[src/rtl/bus_arbiter_4_pkg.sv]
`default_nettype none
// ============================================================================
// Module  : bus_arbiter_4_pkg
// Purpose : Shared types, constants and the round-robin helper function for
//           the 4-way bus arbiter (and future arbiters of the same family).
// Ports   : n/a (package)
// Rev     : 1.0  initial release
// ============================================================================
package bus_arbiter_4_pkg;

  localparam int NUM_REQ = 4;

  typedef enum logic {
    IDLE  = 1'b0,
    GRANT = 1'b1
  } arb_state_t;

  // One-hot of the first set req bit scanning ptr+1, ptr+2, ptr+3, ptr.
  // The scan runs from lowest to highest priority so the highest-priority
  // hit is the one left standing.
  function automatic logic [NUM_REQ-1:0] rr_onehot(input logic [NUM_REQ-1:0] req,
                                                   input logic [1:0]         ptr);
    logic [NUM_REQ-1:0] oh;
    logic [1:0]         idx;
    oh = '0;
    for (int k = NUM_REQ; k >= 1; k--) begin
      idx = ptr + 2'(k);
      if (req[idx]) oh = NUM_REQ'(1) << idx;
    end
    return oh;
  endfunction

endpackage
`default_nettype wire

[src/rtl/bus_arbiter_4_if.sv]
`default_nettype none
// ============================================================================
// Module  : bus_arbiter_4_if
// Purpose : Bundle of requester-side and downstream-side signals of the
//           4-way bus arbiter.
// Ports   : master = requesters + downstream (drive req/last/data/out_ready)
//           slave  = arbiter (drives out_valid/out_data/out_sel/gnt/
//                    beat_ack/busy)
// Rev     : 1.0  initial release
// ============================================================================
interface bus_arbiter_4_if #(
  parameter int WIDTH = 16
);
  import bus_arbiter_4_pkg::*;

  logic [NUM_REQ-1:0]            req;
  logic [NUM_REQ-1:0]            last;
  logic [NUM_REQ-1:0][WIDTH-1:0] data;
  logic                          out_ready;
  logic                          out_valid;
  logic [WIDTH-1:0]              out_data;
  logic [1:0]                    out_sel;
  logic [NUM_REQ-1:0]            gnt;
  logic [NUM_REQ-1:0]            beat_ack;
  logic                          busy;

  modport master (
    output req, last, data, out_ready,
    input  out_valid, out_data, out_sel, gnt, beat_ack, busy
  );

  modport slave (
    input  req, last, data, out_ready,
    output out_valid, out_data, out_sel, gnt, beat_ack, busy
  );

endinterface
`default_nettype wire

[src/rtl/bus_arbiter_4_rr_pick4.sv]
`default_nettype none
// ============================================================================
// Module  : rr_pick4
// Purpose : Combinational round-robin picker; ptr_i is the previous owner and
//           gets lowest priority.
// Ports   : req_i (4) requests, ptr_i (2) last owner,
//           idx_o (2) picked index, any_o (1) at least one request
// Rev     : 1.0  initial release
// ============================================================================
module rr_pick4
  import bus_arbiter_4_pkg::*;
(
  input  logic [NUM_REQ-1:0] req_i,
  input  logic [1:0]         ptr_i,
  output logic [1:0]         idx_o,
  output logic               any_o
);

  logic [NUM_REQ-1:0] oh;

  always_comb begin
    oh    = rr_onehot(req_i, ptr_i);
    idx_o = '0;
    for (int i = 0; i < NUM_REQ; i++) begin
      if (oh[i]) idx_o = 2'(i);
    end
    any_o = |req_i;
  end

endmodule
`default_nettype wire

[src/rtl/mux_4.sv]
`default_nettype none
// ============================================================================
// Module  : mux_4
// Purpose : 4:1 data multiplexer.
// Ports   : sel_i (2) select, d0_i..d3_i (WIDTH) data in, y_o (WIDTH) out
// Rev     : 1.0  initial release
// ============================================================================
module mux_4 #(
  parameter int WIDTH = 16
) (
  input  logic [1:0]       sel_i,
  input  logic [WIDTH-1:0] d0_i,
  input  logic [WIDTH-1:0] d1_i,
  input  logic [WIDTH-1:0] d2_i,
  input  logic [WIDTH-1:0] d3_i,
  output logic [WIDTH-1:0] y_o
);

  always_comb begin
    case (sel_i)
      2'd0:    y_o = d0_i;
      2'd1:    y_o = d1_i;
      2'd2:    y_o = d2_i;
      default: y_o = d3_i;
    endcase
  end

endmodule
`default_nettype wire

[src/rtl/bus_arbiter_4.sv]
`default_nettype none
// ============================================================================
// Module  : bus_arbiter_4
// Purpose : Round-robin arbiter/sequencer sharing one 16-bit downstream port
//           among 4 requesters, holding each grant for a burst.
// Ports   : clk (1) clock, rst (1) async active-high reset,
//           bus (bus_arbiter_4_if.slave): req/last/data/out_ready in,
//           out_valid/out_data/out_sel/gnt/beat_ack/busy out
// Rev     : 1.0  initial release
// ============================================================================
module bus_arbiter_4
  import bus_arbiter_4_pkg::*;
#(
  parameter int MAX_BEATS = 8,
  parameter int WIDTH     = 16
) (
  input  logic            clk,
  input  logic            rst,
  bus_arbiter_4_if.slave  bus
);

  localparam int CNT_W = $clog2(MAX_BEATS + 1);

  arb_state_t         state_q;
  logic [NUM_REQ-1:0] gnt_q;
  logic [1:0]         sel_q;   // current owner in GRANT, last owner in IDLE
  logic [1:0]         ptr_q;
  logic [CNT_W-1:0]   cnt_q;

  logic               valid;
  logic               xfer;
  logic [NUM_REQ-1:0] ack;
  logic               rel;
  logic [1:0]         pick_ptr;
  logic [1:0]         pick_idx;
  logic               pick_any;
  logic [WIDTH-1:0]   mux_data;

  always_comb begin
    valid = (state_q == GRANT) & bus.req[sel_q];
    xfer  = valid & bus.out_ready;
    ack   = '0;
    if (xfer) ack[sel_q] = 1'b1;
    // Withdrawal releases without a beat; last/limit only count on a beat.
    rel = (state_q == GRANT) &
          (~bus.req[sel_q] |
           (xfer & (bus.last[sel_q] | (cnt_q == CNT_W'(MAX_BEATS - 1)))));
    // On release the current owner becomes the new lowest-priority slot in
    // the same cycle, ahead of ptr_q catching up.
    pick_ptr = (state_q == GRANT) ? sel_q : ptr_q;
  end

  rr_pick4 u_pick (
    .req_i (bus.req),
    .ptr_i (pick_ptr),
    .idx_o (pick_idx),
    .any_o (pick_any)
  );

  mux_4 #(.WIDTH(WIDTH)) u_mux (
    .sel_i (sel_q),
    .d0_i  (bus.data[0]),
    .d1_i  (bus.data[1]),
    .d2_i  (bus.data[2]),
    .d3_i  (bus.data[3]),
    .y_o   (mux_data)
  );

  always_ff @(posedge clk or posedge rst) begin
    if (rst) begin
      state_q <= IDLE;
      gnt_q   <= '0;
      sel_q   <= '0;
      ptr_q   <= 2'd3;
      cnt_q   <= '0;
    end else begin
      case (state_q)
        IDLE: begin
          if (pick_any) begin
            state_q <= GRANT;
            gnt_q   <= NUM_REQ'(1) << pick_idx;
            sel_q   <= pick_idx;
            cnt_q   <= '0;
          end
        end
        GRANT: begin
          if (rel) begin
            ptr_q <= sel_q;
            cnt_q <= '0;
            if (pick_any) begin
              gnt_q <= NUM_REQ'(1) << pick_idx;
              sel_q <= pick_idx;
            end else begin
              state_q <= IDLE;
              gnt_q   <= '0;
            end
          end else if (xfer) begin
            cnt_q <= cnt_q + CNT_W'(1);
          end
        end
        default: begin
          state_q <= IDLE;
          gnt_q   <= '0;
        end
      endcase
    end
  end

  assign bus.out_valid = valid;
  assign bus.out_data  = mux_data;
  assign bus.out_sel   = sel_q;
  assign bus.gnt       = gnt_q;
  assign bus.beat_ack  = ack;
  assign bus.busy      = (state_q == GRANT);

endmodule
`default_nettype wire

[src/flat_wrapper.sv]
// flat-port wrapper written by rule: the top's interface ports become plain ports
module bus_arbiter_4_flat import bus_arbiter_4_pkg::*;
#(
  parameter int MAX_BEATS = 8,
  parameter int WIDTH     = 16
)
  (clk, rst, bus_req, bus_last, bus_data, bus_out_ready, bus_out_valid, bus_out_data, bus_out_sel, bus_gnt, bus_beat_ack, bus_busy);
  bus_arbiter_4_if #(.WIDTH(WIDTH)) bus_i ();
  input  logic clk;
  input  logic rst;
  input wire logic [$bits(bus_i.req)-1:0] bus_req;
  input wire logic [$bits(bus_i.last)-1:0] bus_last;
  input wire logic [$bits(bus_i.data)-1:0] bus_data;
  input wire logic [$bits(bus_i.out_ready)-1:0] bus_out_ready;
  output wire logic [$bits(bus_i.out_valid)-1:0] bus_out_valid;
  output wire logic [$bits(bus_i.out_data)-1:0] bus_out_data;
  output wire logic [$bits(bus_i.out_sel)-1:0] bus_out_sel;
  output wire logic [$bits(bus_i.gnt)-1:0] bus_gnt;
  output wire logic [$bits(bus_i.beat_ack)-1:0] bus_beat_ack;
  output wire logic [$bits(bus_i.busy)-1:0] bus_busy;
  assign bus_i.req = bus_req;
  assign bus_i.last = bus_last;
  assign bus_i.data = bus_data;
  assign bus_i.out_ready = bus_out_ready;
  assign bus_out_valid = bus_i.out_valid;
  assign bus_out_data = bus_i.out_data;
  assign bus_out_sel = bus_i.out_sel;
  assign bus_gnt = bus_i.gnt;
  assign bus_beat_ack = bus_i.beat_ack;
  assign bus_busy = bus_i.busy;
  bus_arbiter_4 #(.MAX_BEATS(MAX_BEATS), .WIDTH(WIDTH)) u_core (.clk(clk), .rst(rst), .bus(bus_i));
endmodule
[config.mk]
export PLATFORM = sky130hd
export DESIGN_NAME = bus_arbiter_4_flat
export DESIGN_NICKNAME = d
export VERILOG_FILES = /design/src/rtl/bus_arbiter_4_pkg.sv /design/src/rtl/bus_arbiter_4_if.sv /design/src/rtl/bus_arbiter_4_rr_pick4.sv /design/src/rtl/mux_4.sv /design/src/rtl/bus_arbiter_4.sv /design/src/flat_wrapper.sv
export SDC_FILE = /design/constraint.sdc
export NUM_CORES = 1
export LEC_CHECK = 0
export ABC_AREA = 0
export BUFFER_PORTS_ARGS = -buffer_cell sky130_fd_sc_hd__buf_2
export CELL_PAD_IN_SITES_DETAIL_PLACEMENT = 1
export CELL_PAD_IN_SITES_GLOBAL_PLACEMENT = 1
export CORE_AREA = 2 2 74 69
export DETAILED_ROUTE_END_ITERATION = 8
export DIE_AREA = 0 0 76 71
export GPL_TIMING_DRIVEN = 0
export PLACE_DENSITY_LB_ADDON = 0.15
export SLEW_MARGIN = 20
export SYNTH_ARGS = -nofsm -noshare
export SYNTH_HDL_FRONTEND = slang
export SYNTH_SLANG_ARGS = --single-unit
[constraint.sdc]
create_clock -name clk -period 7.4 [get_ports clk]
set_input_delay 0.74 -clock clk [delete_from_list [all_inputs] [get_ports clk]]
set_output_delay 0.74 -clock clk [all_outputs]
set_load 0.05 [all_outputs]
---- Word-level counts from Yosys, hierarchy flattened ----
Index checks and enable logic that the tools add are counted.
Widths: inputs -> output; s select.
word-level totals
  bits of input ports ..................... 75
  memories kept ........................... 0
  bits in latches ......................... 0
  bits in registers ....................... 13
  ROM bits ................................ 0
  memory bits (writable) .................. 0
  logic and storage cells ................. 78
  output and inout port bits .............. 28
cells by class
  order comparisons ....................... 6
  div/mod/pow operators ................... 0
  shift operators ......................... 5
  reduce and logical (&&, ||, !) cells .... 6
  muxes and demuxes ....................... 38
  equality and inequality tests ........... 6
  $add $sub $neg .......................... 4
  bitwise gates (word level) .............. 8
  $mul .................................... 0
operator list
  kind                 count
  $pmux 16 s3          1
  $mux 4               11
  $shl 1x2->4 const A  5
  $pmux 4 s2           2
  $lt 2x3->1 const B   5
  $bmux 1 s2           6
  $mux 1               10
  $mux 2               5
  $reduce_and 2->1     3
  $add 2x2->2 const B  2
  $add 4x1->4 const B  1
  $and 1x1->1          4
  $eq 4x3->1 const B   1
  $pmux 2 s2           1
  $reduce_or 4->1      1
  $ne 3x3->1 const B   1
  $add 2x1->2 const B  1
  $demux 1 s2          1
  $eq 2x1->1 const B   1
  $eq 2x2->1 const B   1
  $ge 2x1->1 const B   1
  $logic_not 2->1      1
  $ne 2x1->1 const B   1
  $ne 2x2->1 const B   1
  other kinds (4)      6

---- Longest topological paths before layout ----
  depth after elaboration ................. 14
  mapped depth ............................ 11
  mapped depth without buffers ............ 10

---- Cells and area by module ----
From an unflattened synthesis, not the netlist that was laid out.
second synthesis, totals
  cell total of the unflattened synthesis .. 124
  area, all modules ....................... 1,524.0 µm²
modules (own cells, without submodules)
  module         area each (µm²)  instances  sequential area each (µm²)  cells each
  bus_arbiter_4  793.3            1          327.8                       76
  mux_4          424.2            1          0.0                         20
  rr_pick4       306.5            1          0.0                         28

---- Worst setup path after synthesis ----
Ideal clock, no wire load.
  path type ............................... flip-flop to output port
  start point ............................. reg u_core.sel_q[1] (netlist: u_core.bus.out_sel[1])
  end point ............................... out bus_beat_ack[1]
  data required time ...................... 6.660 ns
  cell stages (with the launch flop) ...... 7
  slack ................................... 3.666 ns
  arrival time ............................ 2.994 ns
  path buffers ............................ 1
  cells stage by stage .................... dfrtp_1 > clkbuf_1 > mux4_2 > nand2_1 > inv_1 > nand2_1 > nor3b_1
between the ends
  cells in the longest elaborated chain, start to end .. 5
  elaborated cells between the ends (all ways) .. 10
  classes of those cells .................. order compare: 2; mux: 5; bitwise: 2; reduce/logical: 1
RTL lines
  item                          line                 source
  start, declared               bus_arbiter_4.sv:26  logic [1:0] sel_q;
  start signal, assigned        bus_arbiter_4.sv:82  sel_q <= pick_idx;
  start signal, assigned        bus_arbiter_4.sv:92  sel_q <= pick_idx;
  $bmux 1 s2                    bus_arbiter_4.sv:40  valid = (state_q == GRANT) & bus.req[sel_q];
  $mux 1 (not written as such)  bus_arbiter_4.sv:40
  $and 1x1->1                   bus_arbiter_4.sv:40
  net bus_out_valid             flat_wrapper.sv:15   output wire logic [$bits(bus_i.out_valid)-1:0] bus_out_valid;
  $and 1x1->1                   bus_arbiter_4.sv:41  xfer = valid & bus.out_ready;
  $mux 4                        bus_arbiter_4.sv:43  if (xfer) ack[sel_q] = 1'b1;
  end, declared                 flat_wrapper.sv:19   output wire logic [$bits(bus_i.beat_ack)-1:0] bus_beat_ack;
The timed path passes the listed nets, and every way through them passes these cells. The select of a mux whose other input is x is not followed.

---- Worst setup path after layout ----
  start point ............................. reg u_core.sel_q[0] (netlist: u_core.bus.out_sel[0])
  end point ............................... out bus_out_data[7]
between the ends
  cells in the longest elaborated chain, start to end .. 2
  elaborated cells between the ends (all ways) .. 4
  classes of those cells .................. eq/ne: 2; mux: 1; reduce/logical: 1
RTL lines
  item                                      line                source
  $eq 2x2->1, or another cell as far along  mux_4.sv:20         case (sel_i)
  $pmux 16 s3 *                             mux_4.sv:20
  end, declared                             flat_wrapper.sv:16  output wire logic [$bits(bus_i.out_data)-1:0] bus_out_data;
Every way passes the cells marked *; elsewhere a longest branch is shown, timed or not.

==> out/results.txt <==
Switching power = 546.8 uW
Async set-reset flop share out of synthesis = 100.0%
Fmax achieved = 330.3 MHz
Clock-pin slew on the worst setup and hold paths = 0.06 ns
Vias in the first global route = 1479
Critical Path AT = 2.29 ns
Diode count = 0
Final core occ = 43.31%
Fillers = 563
CP endpoint kind = primary output
Mapped Nets = 199
Yosys Warn Count = 0
Total vias in the final route = 1421
Remaining routing DRC violations = 0
Register Area = 327.8 um^2
Outcome = completed
M1 WL = 1926 um
Slew Limit Fails = 0
CP cell instances = buf_2, buf_1, mux4_2, buf_2
Initial antenna violation count = 0
CP max stage cell = buf_1
Critical R2R Launch = u_core.bus.out_sel[1]$_DFFE_PP0P_
Syn_area_per_cell = 11.58 um^2
Critical path's top delay family = buffers and inverters
# resized after CTS = 0
Worst slew pin tran = 0.7688 ns
Reg2reg end = u_core.bus.gnt[1]$_DFFE_PP0P_
Combinational Power Share = 81.4%
Die Ht = 71 um
Clock Skews = 0.004797 ns
RSZ-0062 raised after global routing = no
Distinct cells, synth = 36
CTS H-tree lvls = 1
RD Place Congestion = 0.7200
P per Cell Area = 475.5 mW/mm^2
Req. time, crit path = 6.66 ns
Worst path depth = 4
Leading area contributor after synthesis = mux4_2
Sequential share of the synthesized area = 23.80%
First-pass GRT wire length = 7521 um
Relative slew slack = 48.75%
HP Class = input pin to async pin
Post-synth EDFFs = 0
WS Path Type = register to primary output
Leak = 0.001020 uW
Clock power share = 6.7%
Root buffer cell = clkbuf_8
CTS Buf Count = 3
Top Layer Used = met4
Via-to-Cell Ratio = 4.900
Initial DRC Count = 64
TNS Setup = 0 ns
Crit path time final = 3.027 ns
Mapped Area = 0.001378 mm^2
Grt ovf = 0
Port bufs = 102
Worst Setup Start Kind = register
Switching portion of total power = 57.06%
Total GRT Usage = 17.37%
Worst R2R Setup Slack = 4.64 ns
Ports = 103
Routed Antenna Nets = 0
Core ar. = 0.004654 mm^2
Worst path bufs/invs = 3
Initial core utilization = 29.60%
Cell Rows = 24
Tcrit/Tclk final = 40.91%
Final nets = 306
Share of cells above drive strength 1 = 61.78%
Ys flop type = dfrtp_1
Synthesized flop and latch total = 13
Placement Cell Area = 0.001969 mm^2
Met3 routed WL = 142 um
Cts hold-fix bufs = 0
Crit path max fanout = 10
Post-CTS setup buffers = 0
Max-cap violations = 0
Initial DRT Pass Iterations = 4
Final setup fails = 0
Synth top area cells = mux4_2 31%, dfrtp_1 20%, ha_1 4.5%, mux2i_1 4.4%, dfstp_2 3.8%
Count leader, synth = mux4_2
Die area = 0.005396 mm^2
Sequential power share = 11.9%
Area delta synth->final = 46.32%
Hold Fails Final Rpt = 0
Clock Latency Late Sink = 0.24 ns
Die Wd = 76 um
CTS tree = built
Worst VDD drop = 0.1785 mV
Finished Cell Area = 0.002016 mm^2
Area occupied by multi-input gates = 978.4 um^2
Clock Tree Buf Depth = 2
# clock sinks = 13
R2R depth = 10
Most used cell, CP = buf_2
P_int = 411.6 uW
Drt total wl = 4738 um
Commonest cells post-synth = 19 x mux4_2, 11 x dfrtp_1, 10 x nand2_1, 8 x inv_1, 8 x nor2_1
Synthesized instance count = 119
Largest net degree at the start of global routing = 14
Final HPWL DP = 4077 um
Routed length per instance = 16.34 um
Synth top area share = 31.06%
Metal2 WL = 2576 um
Max incr delay on CP = 0.62 ns
[per-stage QoR]
stage	instances	setup WS, ns	hold WS, ns	total power [uW]
finish	290	4.373	0.5118	958.4
detailed placement	286	4.566	0.4932	902.1
global placement	286	4.574	0.4888	894.4
global route	290	4.168	0.5328	1029
CTS	290	4.294	0.5151	970.2
floorplan	119	3.666	0.5005	740.6
[power groups by stage]
stage / registers (uW) / logic, uW / clock network (uW)
floorplan: 159 / 581 / 0
global placement: 115 / 779 / 0
detailed placement: 116 / 786 / 0
CTS: 114 / 790 / 65.8
global route: 117 / 842 / 70.3
finish: 114 / 780 / 64.1
[how the worst max path moves through the flow]
stage,from,to,slack [ns]
final,u_core.bus.out_sel[0]$_DFFE_PP0P_,bus_out_data[7],4.37
after global routing,u_core.bus.out_sel[0]$_DFFE_PP0P_,bus_out_data[3],4.17
after CTS,u_core.bus.out_sel[0]$_DFFE_PP0P_,bus_out_data[7],4.29
after detailed placement,u_core.bus.out_sel[0]$_DFFE_PP0P_,bus_out_data[7],4.57
after global placement,u_core.bus.out_sel[0]$_DFFE_PP0P_,bus_out_data[9],4.57
after floorplan,u_core.bus.out_sel[1]$_DFFE_PP0P_,bus_beat_ack[1],3.67
[kinds of logic (layout without fill, tap and decap cells)]
family                     Yosys count  in the layout  share of synthesized area (%)
DFF                                 13             13                          23.80
adders and majority gates            5              5                          4.541
and+or+nand+nor                     30             30                          10.99
buffers and inverters               16            122                          5.177
AOI/OAI and AO/OA                   23             23                          12.81
xor gates and xnor gates             2              2                          1.272
muxes                               30             30                          41.42
[layer usage]
metal  global-route usage (%)  up-vias
met4                    6.061        0
met5                        0        -
met2                    29.96       33
met1                    22.51      692
li1                         -      685
met3                    2.679       11
[cell usage in the layout (no fill, tap or decap), types with 2 or more instances in the layout]
| master | netlist | final |
|---|---|---|
| buf_2 | 1 | 103 |
| nand4_1 | 2 | 2 |
| nand2_1 | 10 | 10 |
| dfstp_2 | 2 | 2 |
| clkbuf_1 | 3 | 3 |
| o21ai_0 | 4 | 4 |
| nor3b_1 | 2 | 2 |
| a22o_1 | 5 | 5 |
| a32oi_1 | 2 | 2 |
| o21a_1 | 2 | 2 |
| xnor2_1 | 2 | 2 |
| and2_1 | 2 | 2 |
| dfrtp_1 | 11 | 11 |
| a311oi_1 | 2 | 2 |
| mux4_2 | 19 | 19 |
| mux2_2 | 3 | 3 |
| buf_1 | 2 | 2 |
| o22a_2 | 2 | 2 |
| inv_1 | 8 | 8 |
| ha_1 | 5 | 5 |
| nor3_1 | 2 | 2 |
| clkbuf_8 | 0 | 3 |
| and2_2 | 2 | 2 |
| nor2_1 | 8 | 8 |
| mux2i_1 | 6 | 6 |
[registers in the layout, indices dropped and copies added, names as in the netlist]
| signal | count |
|---|---|
| u_core.bus.out_sel | 2 |
| u_core.cnt_q | 4 |
| u_core.bus.busy | 1 |
| u_core.bus.gnt | 4 |
| u_core.ptr_q | 2 |
[final cells by class]
| type | count | area share [%] |
|---|---|---|
| Tap cell | 65 | 4.035 |
| Inverter | 9 | 1.800 |
| Sequential cell | 13 | 16.26 |
| Buffer | 7 | 1.738 |
| Multi-Input combinational cell | 90 | 48.54 |
| Clock inverter | 1 | 0.2483 |
| Clock buffer | 3 | 2.048 |
| Timing Repair Buffer | 102 | 25.33 |
No activity file was read; power rests on OpenSTA's default activity.
